[src/rtl/mux_rr_reg.sv]
// -----------------------------------------------------------------------------
// mux_rr_reg
//   Parametrised channel multiplexer with a registered output stage and a
//   valid/ready handshake on both sides. It replaces the old 8-bit 4:1
//   combinational mux. A channel is chosen in one of two ways:
//     mode = 0 : fixed select, where `sel` names the channel.
//     mode = 1 : round-robin, where the first valid channel is taken,
//                scanning from the round-robin pointer upward and wrapping.
//   The output register can drain and load on the same edge, so it sustains
//   one word per cycle.
//
// Parameters
//   WIDTH    : data bits per channel
//   CHANNELS : number of input channels (2..16)
//   SEL_W    : channel-index width, equal to ceil(log2(CHANNELS))
//
// Ports
//   clk       : rising-edge clock
//   rst       : synchronous active-high reset
//   in_data   : flattened channel data, channel k is [k*WIDTH +: WIDTH]
//   in_valid  : per-channel valid
//   in_ready  : per-channel ready, one-hot or zero, forced to 0 during rst
//   mode      : 0 = fixed select, 1 = round-robin
//   sel       : channel index used in fixed-select mode
//   out_data  : registered selected word
//   out_valid : output register holds a word
//   out_ready : consumer accepts the word
//   out_chan  : source channel of out_data
//   grant_cnt : saturating 16-bit count of output transfers. This port exists
//               only when the macro MUX_RR_GRANT_CNT_EN is defined.
// -----------------------------------------------------------------------------
module mux_rr_reg #(
  parameter int WIDTH    = 8,
  parameter int CHANNELS = 4,
  parameter int SEL_W    = 2
) (
  input  logic                      clk,
  input  logic                      rst,
  input  logic [CHANNELS*WIDTH-1:0] in_data,
  input  logic [CHANNELS-1:0]       in_valid,
  output logic [CHANNELS-1:0]       in_ready,
  input  logic                      mode,
  input  logic [SEL_W-1:0]          sel,
  output logic [WIDTH-1:0]          out_data,
  output logic                      out_valid,
  input  logic                      out_ready,
  output logic [SEL_W-1:0]          out_chan
`ifdef MUX_RR_GRANT_CNT_EN
  ,
  output logic [15:0]               grant_cnt
`endif
);

  typedef enum logic {
    ST_EMPTY = 1'b0,
    ST_FULL  = 1'b1
  } state_t;

  state_t              r_state;
  state_t              w_state_nxt;
  logic [WIDTH-1:0]    r_data;
  logic [SEL_W-1:0]    r_chan;
  logic [SEL_W-1:0]    r_ptr;

  logic                w_load_en;
  logic                w_grant_vld;
  logic [SEL_W-1:0]    w_grant_idx;
  logic [CHANNELS-1:0] w_grant_oh;
  logic [WIDTH-1:0]    w_grant_data;
  logic                w_xfer;
  logic [SEL_W-1:0]    w_ptr_nxt;

  assign out_valid = (r_state == ST_FULL);
  assign out_data  = r_data;
  assign out_chan  = r_chan;

  // The register can accept a word when it is empty or is draining this cycle.
  assign w_load_en = !out_valid || out_ready;

  // Grant selection. In round-robin mode the winner is the valid channel at
  // the smallest forward distance from r_ptr. A sel value outside the channel
  // range matches no k, so it yields no grant.
  always_comb begin : grant_sel
    int v_best;
    int v_dist;
    // NOTE: every combinational output gets a default before any branch, so
    // no path leaves it unassigned and no latch is inferred.
    w_grant_vld = 1'b0;
    w_grant_idx = '0;
    v_best      = CHANNELS;
    v_dist      = 0;
    if (!mode) begin
      for (int k = 0; k < CHANNELS; k++) begin
        if (k == int'(sel) && in_valid[k]) begin
          w_grant_vld = 1'b1;
          w_grant_idx = SEL_W'(k);
        end
      end
    end else begin
      for (int k = 0; k < CHANNELS; k++) begin
        v_dist = (k - int'(r_ptr) + CHANNELS) % CHANNELS;
        if (in_valid[k] && v_dist < v_best) begin
          v_best      = v_dist;
          w_grant_vld = 1'b1;
          w_grant_idx = SEL_W'(k);
        end
      end
    end
  end

  // Decode the grant to one-hot form and pick the granted word. The loop uses
  // constant indices only, so it never reads past the last channel.
  always_comb begin : grant_decode
    w_grant_oh   = '0;
    w_grant_data = '0;
    for (int k = 0; k < CHANNELS; k++) begin
      if (w_grant_vld && k == int'(w_grant_idx)) begin
        w_grant_oh[k] = 1'b1;
        w_grant_data  = in_data[k*WIDTH +: WIDTH];
      end
    end
  end

  // Ready is gated by reset, so no handshake can complete on a reset edge.
  assign in_ready  = (!rst && w_load_en) ? w_grant_oh : '0;
  assign w_xfer    = |(in_valid & in_ready);
  assign w_ptr_nxt = (int'(w_grant_idx) == CHANNELS - 1) ? '0
                                                         : w_grant_idx + 1'b1;

  // Output-stage next state. A load always wins over a drain, so the register
  // is never emptied on an edge that also loads it.
  always_comb begin : state_nxt
    w_state_nxt = r_state;
    if (w_xfer) begin
      w_state_nxt = ST_FULL;
    end else if (r_state == ST_FULL && out_ready) begin
      w_state_nxt = ST_EMPTY;
    end
  end

  // NOTE: sequential state uses non-blocking assignments only, so every
  // register samples its inputs from before the edge.
  always_ff @(posedge clk) begin : state_reg
    if (rst) begin
      r_state <= ST_EMPTY;
    end else begin
      r_state <= w_state_nxt;
    end
  end

  // NOTE: out_data and out_chan are reset explicitly because the consumer may
  // observe them right after reset. They are plain flops, not a memory array.
  always_ff @(posedge clk) begin : data_reg
    if (rst) begin
      r_data <= '0;
      r_chan <= '0;
      r_ptr  <= '0;
    end else if (w_xfer) begin
      r_data <= w_grant_data;
      r_chan <= w_grant_idx;
      if (mode) begin
        r_ptr <= w_ptr_nxt;
      end
    end
  end

`ifdef MUX_RR_GRANT_CNT_EN
  logic [15:0] r_grant_cnt;

  always_ff @(posedge clk) begin : grant_cnt_reg
    if (rst) begin
      r_grant_cnt <= '0;
    end else if (out_valid && out_ready && r_grant_cnt != 16'hFFFF) begin
      r_grant_cnt <= r_grant_cnt + 16'd1;
    end
  end

  assign grant_cnt = r_grant_cnt;
`endif

endmodule

[config.mk]
export PLATFORM = sky130hd
export DESIGN_NAME = mux_rr_reg
export DESIGN_NICKNAME = d
export VERILOG_FILES = /design/src/rtl/mux_rr_reg.sv
export SDC_FILE = /design/constraint.sdc
export NUM_CORES = 1
export LEC_CHECK = 0
export ABC_AREA = 0
export CORE_ASPECT_RATIO = 0.8
export CORE_UTILIZATION = 40
export CTS_CLUSTER_SIZE = 30
export DETAILED_ROUTE_END_ITERATION = 8
export PLACE_DENSITY = 0.85
export SLEW_MARGIN = 25
export SYNTH_ARGS = -nofsm -noshare
export SYNTH_HDL_FRONTEND = slang
export SYNTH_SLANG_ARGS = --single-unit
[constraint.sdc]
create_clock -name clk -period 5.3 [get_ports clk]
set_input_delay 0.795 -clock clk [delete_from_list [all_inputs] [get_ports clk]]
set_output_delay 0.795 -clock clk [all_outputs]
set_load 0.005 [all_outputs]
# Yosys cells after proc, flatten, opt, wreduce, memory -nomap -nowiden
# Index checks and enable logic that the tools add are counted.
[op_classes]
addsub = 9
order_cmp = 4
n_eq_ne = 7
n_mux = 34
bitwise = 5
n_reduce_logical = 26
[ops]
columns = ["op", "count"]
rows = [
  ["$mux W32", 6],
  ["$lt A3 B32 Y1", 3],
  ["$mux W8", 4],
  ["$add A3 B4 Y5 const B", 4],
  ["$mux W1", 17],
  ["$logic_and A1 B1 Y1", 14],
  ["$mux W2", 6],
  ["$eq A2 B2 Y1 const A", 4],
  ["$reduce_or A2 Y1", 4],
  ["$sub A1 B2 Y3 const A", 2],
  ["$sub A2 B2 Y3 const A", 2],
  ["$and A1 B1 Y1", 4],
  ["$and A4 B4 Y4", 1],
  ["$eq A1 B2 Y1 const A", 2],
  ["$logic_not A2 Y1", 2],
  ["$lt A3 B4 Y1 const B", 1],
  ["$mux W4", 1],
  ["$reduce_or A4 Y1", 1],
  ["$add A2 B1 Y2 const B", 1],
  ["$eq A2 B1 Y1 const B", 1],
  ["$logic_not A1 Y1", 2],
  ["$reduce_and A2 Y1", 1],
  ["$reduce_bool A2 Y1", 1],
  ["$logic_or A1 B1 Y1", 1],
]
[word_totals]
reg_bits = 13
in_bits = 42
output_inout_bits = 15
elab_cells = 89

# Depth between registers and ports, before layout
# Gate-level depths: netlist of the first run.
[logic_depth]
ltp_word = 27
ltp_mapped = 23
depth_no_buf = 21

# Least setup slack after synthesis of the first run
# OpenSTA, ideal clock, no wires.
[synth_timing]
path_type = "input-to-output"
start = "input port in_valid[0]"
end = "output port in_ready[2]"
arrival_time_ns = 3.531
required_ns = 4.505
path_slack_ns = 0.974
path_stages = 19
n_path_buf = 2
path_cell_list = "buf_6 > inv_1 > nand2_1 > o21ai_0 > a32oi_1 > ha_1 > o22ai_1 > o21ai_0 > nor2_1 > a21o_1 > ha_1 > o32ai_1 > a41oi_1 > o211ai_1 > o211a_1 > inv_1 > ha_1 > buf_2 > and2_1"
[synth_via]
elab_chain_len = 19
elab_cells_between_ends = 31
cone_classes = "3 x order compare; 1 x eq/ne; 21 x mux; 6 x reduce/logical"
[synth_lines]
columns = ["element", "line", "source"]
rows = [
  ["from (decl)", "40", "input logic [CHANNELS-1:0] in_valid,"],
  ["$logic_and A1 B1 Y1 *", "102", "if (in_valid[k] && v_dist < v_best) begin"],
  ["$mux W32 *", "102", ""],
  ["$mux W32 *", "92", "if (!mode) begin"],
  ["$lt A3 B32 Y1", "102", ""],
  ["$logic_and A1 B1 Y1", "102", ""],
  ["$mux W32", "102", ""],
  ["$mux W32", "92", ""],
  ["$lt A3 B32 Y1", "102", ""],
  ["[... 4 more ...]", "n/a", ""],
  ["$logic_and A1 B1 Y1", "102", ""],
  ["$mux W2 *", "102", ""],
  ["$mux W2 *", "92", ""],
  ["via w_grant_idx[0]", "67", "logic [SEL_W-1:0] w_grant_idx;"],
  ["$eq A2 B2 Y1 *", "117", "if (w_grant_vld && k == int'(w_grant_idx)) begin"],
  ["$logic_and A1 B1 Y1 *", "117", ""],
  ["$mux W1 *", "117", ""],
  ["$mux W4 *", "125", "assign in_ready = (!rst && w_load_en) ? w_grant_oh : '0;"],
  ["to (decl)", "41", "output logic [CHANNELS-1:0] in_ready,"],
]
# Mark *: on every way through the listed nets, which the timed path passes. The rest lies on a longest branch. The select of a mux whose other input is x is not followed.

# Worst setup path after layout of the first run
[layout_timing]
start = "input port in_valid[0]"
end = "output port in_ready[0]"
[layout_via]
elab_chain_len = 19
elab_cells_between_ends = 31
cone_classes = "3 x order compare; 21 x mux; 7 x reduce/logical"
[layout_lines]
columns = ["element", "line"]
rows = [
  ["$logic_and A1 B1 Y1 *", "102"],
  ["$mux W32 *", "102"],
  ["$mux W32 *", "92"],
  ["$lt A3 B32 Y1", "102"],
  ["$logic_and A1 B1 Y1", "102"],
  ["$mux W32", "102"],
  ["$mux W32", "92"],
  ["$lt A3 B32 Y1", "102"],
  ["[... 4 more ...]", "n/a"],
  ["$logic_and A1 B1 Y1", "102"],
  ["$mux W2 *", "102"],
  ["$mux W2 *", "92"],
  ["via w_grant_idx[0]", "67"],
  ["$logic_not A2 Y1 *", "117"],
  ["$logic_and A1 B1 Y1 *", "117"],
  ["$mux W1 *", "117"],
  ["$mux W4 *", "125"],
]
# Marked as above.

==> results of run 1 <==
==> layout make-up <==
cell class | count | area, µm² | area share [%]
Clock buffer | 4 | 26.3 | 1.44
Timing Repair Buffer | 67 | 648 | 35.6
Inverter | 5 | 18.8 | 1.03
Tap cell | 38 | 47.5 | 2.61
Sequential cell | 13 | 260 | 14.3
Multi-Input combinational cell | 102 | 822 | 45.1
==> tightest hold or removal path: stages, from the launching register on <==
cell,delay (ps)
dfxtp_1,310
nor2_1,100
a311oi_1,50
==> through the flow <==
stage / cells / util [%] / cell area, µm²
floorplan: 133 / - / 1160
global placement: 220 / 63.0 / 1730
detailed placement: 220 / 63.0 / 1730
CTS: 224 / 64.0 / 1760
global route: 229 / 66.4 / 1820
finish: 229 / 66.4 / 1820
==> cell families (layout without fill, tap and decap cells) <==
| logic type | after synthesis | count (layout) | synth area share (%) |
|---|---|---|---|
| fa+ha+maj | 6 | 6 | 6.49 |
| simple gates | 43 | 43 | 20.1 |
| buf+inv | 18 | 76 | 8.55 |
| compound gates | 49 | 49 | 37.7 |
| flops | 13 | 13 | 22.5 |
| mux | 3 | 3 | 3.90 |
| xor+xnor | 1 | 1 | 0.758 |
==> path summary, 6_finish.rpt <==
path         slack (ps)          end        start  cells past startpoint
max                 290  in_ready[0]  in_valid[0]                     16
min                 500  out_data[0]  out_data[0]                      2
max reg2reg         590  out_data[2]     r_ptr[0]                     20
min reg2reg         500  out_data[0]  out_data[0]                      2
==> per-layer routing <==
metal  global-route usage (%)  vias to the layer above
met4                     9.30                        0
met5                        0                        -
met1                     31.4                      618
met2                     38.5                       69
met3                     2.31                       14
li1                         -                      635
==> repair_timing <==
item                       in CTS  in global routing
pin swaps                       0                  4
buffers inserted                0                  5
setup endpoints to repair       2                 15
resized for setup               1                 10
==> state kept, by name (all words and copies together), names as in the netlist <==
register and count:
r_ptr 2, out_valid 1, out_data 8, out_chan 2
==> power by group <==
group / switching [µW] / total, µW / internal [µW] / leakage (µW)
clock: 29.3 / 58.4 / 29.1 / 0.0000150
sequential: 8.76 / 119 / 110 / 0.000106
combinational: 116 / 249 / 132 / 0.000555
total: 155 / 426 / 271 / 0.000677
==> layout by cell type, fill, tap and decap left out, drive strengths merged, types with 3 or more instances in the layout <==
| cell type | count |
|---|---|
| a211oi | 3 |
| a21o | 3 |
| a21oi | 3 |
| a221o | 8 |
| a311oi | 8 |
| and2 | 5 |
| buf | 11 |
| clkbuf | 4 |
| clkdlybuf4s50 | 54 |
| dfxtp | 13 |
| ha | 6 |
| inv | 5 |
| nand2 | 3 |
| nand3 | 8 |
| nor2 | 15 |
| nor2b | 4 |
| nor3b | 3 |
| o211ai | 10 |
| o21ai | 3 |
==> qor.yml, run 1 <==
outcome:
  status: "finished clean"
timing:
  hold_viol_final: 0
  min_period_over_period_pct: 94.6
  fmax_ghz: 0.199
  worst_slew_pin_slew_ps: 654
  slew_viol_final: 0
  finalHoldWorstSlack_ps: 504
  period_needed_ps: 5010
  rsz0062_at_grt: "no"
  fin_ws_ps: 287
  worst_clock_skew_ps: 6.34
  slew_headroom_pct: 56.3
  setup_tns_ps: 0
  finalSetupViolCount: 0
synth:
  synth-seq-cells: 13
  synth_flop_cell: "dfxtp_1"
  synth.top_cell.area_share_pct: 22.5
  synth-edff-count: 0
  ys_async_sr_fraction_pct: 0
  synth_nets: 181
  netlist_area_mm2: 0.00116
  syn_avg_cell_area_um2: 8.69
  yosysWarnings: 0
  synth_area_leaders: "dfxtp_1 23%, a221o_1 6.9%, ha_1 6.5%"
  ys_types: 39
  synth_cells: 133
  yosysTopAreaCell: "dfxtp_1"
  synthMostInstantiatedCell: "nor2_1"
  yosysSeqAreaShare_pct: 22.5
  netlist_top_cells_count: "15 x nor2_1, 13 x dfxtp_1, 8 x a221o_1, 8 x nand3_1, 7 x a311oi_1"
floorplanning:
  coreArea_mm2: 0.00274
  die_width_um: 62.1
  dieArea_mm2: 0.00311
  io_pins: 57
  initial_core_util_pct: 42.1
  rows: 17
  fp.dieH_um: 50.1
grt:
  antenna_found_initial: 0
  grt_pass1_wl_um: 5750
  grt_max_degree: 22
  overflow: 0
  grtUsageTotal_pct: 23.4
  grt_pass1_vias: 1190
hold_path:
  hp-class: "flip-flop to flip-flop"
critical_path:
  timing.critical_path.mode_cell: "ha_2"
  critPathCaptureType: "output pin"
  criticalPathCategory: "primary input to output pin"
  slowest_delay_ps: 490
  cp_num_buf_inv: 4
  path_max_fanout: 8
  critical_path.top_delay_family: "compound AO/OA/AOI/OAI gates"
  crit_arrival_ps: 4220
  path_cells: "dlymetal6s2s_1, buf_4, a32oi_1, ha_2, o22ai_4, o21ai_2, a21o_1, ha_2, o32ai_1, a41oi_1, o211ai_1, o211a_1, inv_2, ha_2, and2_1, clkdlybuf4s50_1"
  cp.required_ps: 4510
  critPathSlowestCell: "clkdlybuf4s50_1"
  worstSetupStartpointType: "primary input"
routing:
  vias_per_cell: 5.83
  wl_met1_um: 1640
  drc: 0
  wirelength_um: 3810
  num_vias: 1336
  drtAntennaViolNets: 0
  top_layer: "met4"
  dr.first_iter.drc_count: 92
  wl_per_cell_um: 16.6
  met2_length_um: 1840
  dr.pass1.iters: 4
  dr_wl_met3_um: 234
placed_design:
  place_ws_ps: -78.8
  dp_hpwl_um: 2830
  place_congestion: 0.812
  portBuffers: 56
clocking:
  ctsHtreeMaxLevel: 1
  clkTransAtPathRegs_ps: 80
  clock_path_buffers: 2
  cts_sinks: 13
  clk_latency_ps: 270
  root_buffer: "clkbuf_4"
  cts_buffers: 3
  cts_tree: "yes"
  cts_hold_buf: 0
cells_and_area:
  fillerInstances: 215
  fin_nets: 240
  syn_to_final_growth_pct: 57.7
  diodes: 0
  drive_gt1_share_pct: 17.3
power:
  power_uw: 426
  p_per_area_mw_per_mm2: 234
  vdd_ir_drop_max_mv: 0.102
  p_leak_uw: 0.000677
flow_run:
  drv_cap: 0
Note: power is estimated with default switching activity, not from simulation.
==> inputs of run 2 (changes only) <==
Clock period 5.3 ns to 5.1 ns, I/O delays scaled along.
==> qor.yml, run 2 (same netlist as run 1, synthesis figures left out) <==
floorplanning:
  dieArea_mm2: 0.00311  # unchanged
  fp.dieH_um: 50.1  # unchanged
  initial_core_util_pct: 42.1  # unchanged
  io_pins: 57  # unchanged
  coreArea_mm2: 0.00274  # unchanged
  die_width_um: 62.1  # unchanged
  rows: 17  # unchanged
power:
  power_uw: 470  # was 426 µW
  p_leak_uw: 0.000764  # was 0.000677 µW
  p_per_area_mw_per_mm2: 243  # was 234 mW/mm²
  vdd_ir_drop_max_mv: 0.120  # was 0.102 mV
placed_design:
  place_congestion: 0.937  # was 0.812
  place_inst: 223  # was 220
  portBuffers: 56  # unchanged
  dp_hpwl_um: 2830  # about the same
critical_path:
  critPathCaptureType: "output pin"  # unchanged
  path_max_fanout: 4  # was 8
  criticalPathCategory: "primary input to output pin"  # unchanged
  reg2reg_depth: 19  # was 20
  crit_arrival_ps: 4160  # was 4220 ps
  worstSetupStartpointType: "primary input"  # unchanged
  r2r_setup_slack_ps: 750  # was 590 ps
  cp.required_ps: 4340  # was 4510 ps
grt:
  overflow: 0  # unchanged
  antenna_found_initial: 0  # unchanged
  grt_max_degree: 22  # unchanged
  grt_pass1_vias: 1185  # was 1190
  grtUsageTotal_pct: 24.3  # was 23.4%
  grt_pass1_wl_um: 5910  # was 5750 µm
timing:
  slew_viol_final: 0  # unchanged
  finalSetupViolCount: 0  # unchanged
  min_period_over_period_pct: 96.7
  worst_clock_skew_ps: 12.2  # was 6.34 ps
  fmax_ghz: 0.203
  slew_headroom_pct: 59.7  # was 56.3%
  hold_viol_final: 0  # unchanged
  worst_slew_pin_slew_ps: 603  # was 654 ps
  finalHoldWorstSlack_ps: 500  # was 504 ps
  period_needed_ps: 4930
clocking:
  clock_path_buffers: 2  # unchanged
  cts_buffers: 3  # unchanged
  ctsHtreeMaxLevel: 1  # unchanged
  cts_sinks: 13  # unchanged
  cts_hold_buf: 0  # unchanged
  clkTransAtPathRegs_ps: 70  # was 80 ps
  root_buffer: "clkbuf_4"  # unchanged
  cts_tree: "yes"  # unchanged
  clk_latency_ps: 280  # was 270 ps
cells_and_area:
  drive_gt1_share_pct: 24.1  # was 17.3%
  fin_cells: 237  # was 229
  fillerInstances: 192  # was 215
  layout_common_cells: "52 x clkdlybuf4s50_1, 16 x buf_4, 15 x nor2_1"  # was 54 x clkdlybuf4s50_1, 15 x nor2_1, 13 x dfxtp_1
  diodes: 0  # unchanged
  layout.cells.most_common: "clkdlybuf4s50_1"  # unchanged
  syn_to_final_growth_pct: 67.0  # was 57.7%
  largest_register_ffs: 8  # unchanged
  fin_nets: 248  # was 240
routing:
  drtAntennaViolNets: 0  # unchanged
  drc: 0  # unchanged
  wirelength_um: 3860  # was 3810 µm
  vias_per_cell: 5.58  # was 5.83
  dr.pass1.iters: 4  # unchanged
  dr.first_iter.drc_count: 121  # was 92
  num_vias: 1322  # was 1336
  wl_per_cell_um: 16.3  # was 16.6 µm
hold_path:
  hp-class: "flip-flop to flip-flop"  # unchanged
  hold_depth: 2  # unchanged
outcome:
  status: "finished clean"  # unchanged
flow_run:
  drv_cap: 0  # unchanged
run 2: path summary, 6_finish.rpt:
kind	to	from
worst max register to register	out_data[0]	r_ptr[0]
worst min-delay path	out_data[5]	out_data[5]
worst min register to register	out_data[5]	out_data[5]
worst max-delay path	in_ready[0]	in_valid[0]
run 2: metrics by stage:
stage / util, % / setup slack, ps / setup TNS (ps) / area (µm²)
floorplan: - / 834 / 0 / 1160
global placement: 64.3 / 125 / 0 / 1760
detailed placement: 64.3 / -222 / -2370 / 1760
CTS: 66.9 / 1.59 / 0 / 1840
global route: 70.4 / -10.5 / -10.5 / 1930
finish: 70.4 / 171 / 0 / 1930
run 2: what timing repair did:
item / 4_1_cts / 5_1_grt
gates cloned: 0 / 1
resized for setup: 8 / 12
setup endpoints to repair: 4 / 14
pin swaps: 3 / 8
buffers inserted: 3 / 6
run 2: layout make-up:
| cell class | count | area [µm²] | share of cell area (%) |
|---|---|---|---|
| inverter | 5 | 18.8 | 0.972 |
| timing repair buffer | 75 | 739 | 38.3 |
| multi-input combinational | 102 | 837 | 43.4 |
| clock inverter | 1 | 5.00 | 0.259 |
| clock buffer | 3 | 22.5 | 1.17 |
| tap | 38 | 47.5 | 2.46 |
| sequential | 13 | 260 | 13.5 |
run 2: critical path: stages:
cell and delay [ps]:
clkdlybuf4s50_1 490, inv_2 60, nand2_1 60, o21ai_0 90, a32oi_1 260, ha_2 350, o22ai_2 200, o21ai_2 100
a21o_1 210, ha_2 320, o32ai_1 60, a41oi_1 220, o211ai_1 120, o211a_1 280, inv_2 80, buf_4 100
ha_1 160, and2_1 120, dlymetal6s2s_1 120
run 2: power by group:
part,internal [µW],switching (µW)
registers,115,8.58
clock network,29.0,34.5
logic,157,126
total,300,169
run 2: per-layer routing:
| metal | track usage (%) | vias up | part of all wire (%) |
|---|---|---|---|
| met5 | 0 | - | 0 |
| met2 | 41.6 | 40 | 49 |
| met1 | 32.5 | 633 | 46 |
| li1 | - | 647 | - |
| met4 | 6.59 | 0 | 0.36 |
| met3 | 2.55 | 2 | 3.7 |
==> inputs of run 3 (changes only) <==
==> constraint.sdc (replaced) <==
create_clock -name clk -period 5.1 [get_ports clk]
set_input_delay 1.02 -clock clk [delete_from_list [all_inputs] [get_ports clk]]
set_output_delay 1.02 -clock clk [all_outputs]
set_load 0.005 [all_outputs]
==> qor.yml, run 3 (same netlist as run 1, synthesis figures left out) <==
outcome:
  status: "finished clean"  # unchanged
routing:
  num_vias: 1437  # was 1322
  drc: 0  # unchanged
  wl_per_cell_um: 17.7  # was 16.3 µm
  dr.pass1.iters: 5  # was 4
  vias_per_cell: 5.84  # was 5.58
  wirelength_um: 4360  # was 3860 µm
  drtAntennaViolNets: 0  # unchanged
  dr.first_iter.drc_count: 122  # was 121
timing:
  worst_slew_pin_slew_ps: 596  # was 603 ps
  fmax_ghz: 0.199  # was 0.203 GHz
  slew_headroom_pct: 60.2  # was 59.7%
  finalSetupViolCount: 0  # unchanged
  worst_clock_skew_ps: 2.09  # was 12.2 ps
  slew_viol_final: 0  # unchanged
  finalHoldWorstSlack_ps: 500  # about the same
  hold_viol_final: 0  # unchanged
  min_period_over_period_pct: 98.3  # was 96.7%
  setup_tns_ps: 0  # unchanged
  period_needed_ps: 5010  # was 4930 ps
floorplanning:
  initial_core_util_pct: 42.1  # unchanged
  rows: 17  # unchanged
  coreArea_mm2: 0.00274  # unchanged
  die_width_um: 62.1  # unchanged
  io_pins: 57  # unchanged
  fp.dieH_um: 50.1  # unchanged
  dieArea_mm2: 0.00311  # unchanged
flow_run:
  drv_cap: 0  # unchanged
clocking:
  clkTransAtPathRegs_ps: 80  # was 70 ps
  root_buffer: "clkbuf_4"  # unchanged
  clock_path_buffers: 2  # unchanged
  ctsHtreeMaxLevel: 1  # unchanged
  clk_latency_ps: 260  # was 280 ps
  cts_sinks: 13  # unchanged
  cts_buffers: 3  # unchanged
  cts_tree: "yes"  # unchanged
grt:
  grt_max_degree: 22  # unchanged
  overflow: 0  # unchanged
  antenna_found_initial: 0  # unchanged
  grt_pass1_vias: 1258  # was 1185
  grt_use_met2_pct: 43.0  # was 41.6%
  grt_pass1_wl_um: 6230  # was 5910 µm
  use_met3_pct: 2.08  # was 2.55%
  met1_usage_pct: 32.8  # was 32.5%
  grtUsageTotal_pct: 25.5  # was 24.3%
  top_usage_layer: "met2"  # unchanged
cells_and_area:
  fin_nets: 257  # was 248
  stdcell_area_mm2: 0.00199  # was 0.00193 mm²
  diodes: 0  # unchanged
  fin_cells: 246  # was 237
  layout.cells.most_common: "clkdlybuf4s50_1"  # unchanged
  syn_to_final_growth_pct: 72.5  # was 67.0%
  largest_register_ffs: 8  # unchanged
  drive_gt1_share_pct: 30.3  # was 24.1%
  layout_common_cells: "50 x clkdlybuf4s50_1, 26 x buf_4, 14 x nor2_1"  # was 52 x clkdlybuf4s50_1, 16 x buf_4, 15 x nor2_1
critical_path:
  path_max_fanout: 3  # was 4
  worstSetupStartpointType: "primary input"  # unchanged
  criticalPathCategory: "primary input to output pin"  # unchanged
  critPathCaptureType: "output pin"  # unchanged
  crit_arrival_ps: 3990  # was 4160 ps
  cp.required_ps: 4080  # was 4340 ps
hold_path:
  hp-class: "flip-flop to flip-flop"  # unchanged
placed_design:
  place_area_mm2: 0.00182  # was 0.00176 mm²
  place_inst: 230  # was 223
  place_congestion: 1.02  # was 0.937
  portBuffers: 56  # unchanged
power:
  vdd_ir_drop_max_mv: 0.134  # was 0.120 mV
  p_leak_uw: 0.000758  # was 0.000764 µW
  p_per_area_mw_per_mm2: 243  # about the same
run 3: cell count changes in the layout (fill, tap and decap cells not counted), moves of 2 or more:
cell and change:
buf_4 +10, clkbuf_2 +3, dlymetal6s2s_1 -3, clkdlybuf4s50_1 -2, ha_4 +2
run 3: worst paths after layout:
check | cells past startpoint | from | slack, ps | to
setup reg to reg | 22 | r_ptr[0] | 670 | out_data[7]
hold / removal | 2 | out_data[5] | 500 | out_data[5]
setup / recovery | 20 | in_valid[0] | 90 | in_ready[2]
hold reg to reg | 2 | out_data[5] | 500 | out_data[5]
run 3: critical path: stages:
cell	delay [ps]
clkdlybuf4s15_2	220
inv_4	40
nand2_1	70
o21ai_2	60
a32oi_2	260
ha_4	200
o22ai_2	90
o21ai_2	200
nor2_1	90
a21o_1	200
ha_4	270
o32ai_2	70
a41oi_2	190
o211ai_1	120
o211a_1	270
buf_4	150
inv_2	50
ha_1	160
and2_1	120
clkbuf_2	120
run 3: final cells by class:
class	instances	area (µm²)
Clock buffer	4	26.3
Fill cell	190	749
Inverter	5	21.3
Multi-Input combinational cell	102	871
Sequential cell	13	260
Tap cell	38	47.5
Timing Repair Buffer	84	768
run 3: routing by layer:
| metal | vias to the layer above | share of wire, % | routed length (µm) |
|---|---|---|---|
| li1 | 664 | - | - |
| met1 | 663 | 40 | 1760 |
| met2 | 90 | 49 | 2120 |
| met3 | 20 | 6.7 | 290 |
| met4 | 0 | 4.3 | 189 |
| met5 | - | 0 | 0 |
run 3: timing repair:
action	in CTS	in global routing
hold endpoints to repair	0	0
setup endpoints to repair	14	15
buffers inserted	5	7
pin swaps	6	4
gates resized for setup	27	11
hold buffers	0	0
run 3: power by group:
part | internal [µW] | leakage (µW) | switching (µW) | total, µW
sequential | 115 | 0.000106 | 9.23 | 124
combinational | 164 | 0.000636 | 136 | 300
clock | 30.2 | 0.0000150 | 30.5 | 60.6
total | 309 | 0.000758 | 176 | 485
run 3: metrics by stage:
stage	util (%)	setup slack (ps)	power (µW)
6_report	72.7	86.0	485
2_1_floorplan	-	324	266
3_3_place_gp	66.2	-345	367
3_5_place_dp	66.2	-621	378
4_1_cts	70.1	19.9	456
5_1_grt	72.7	-82.1	514
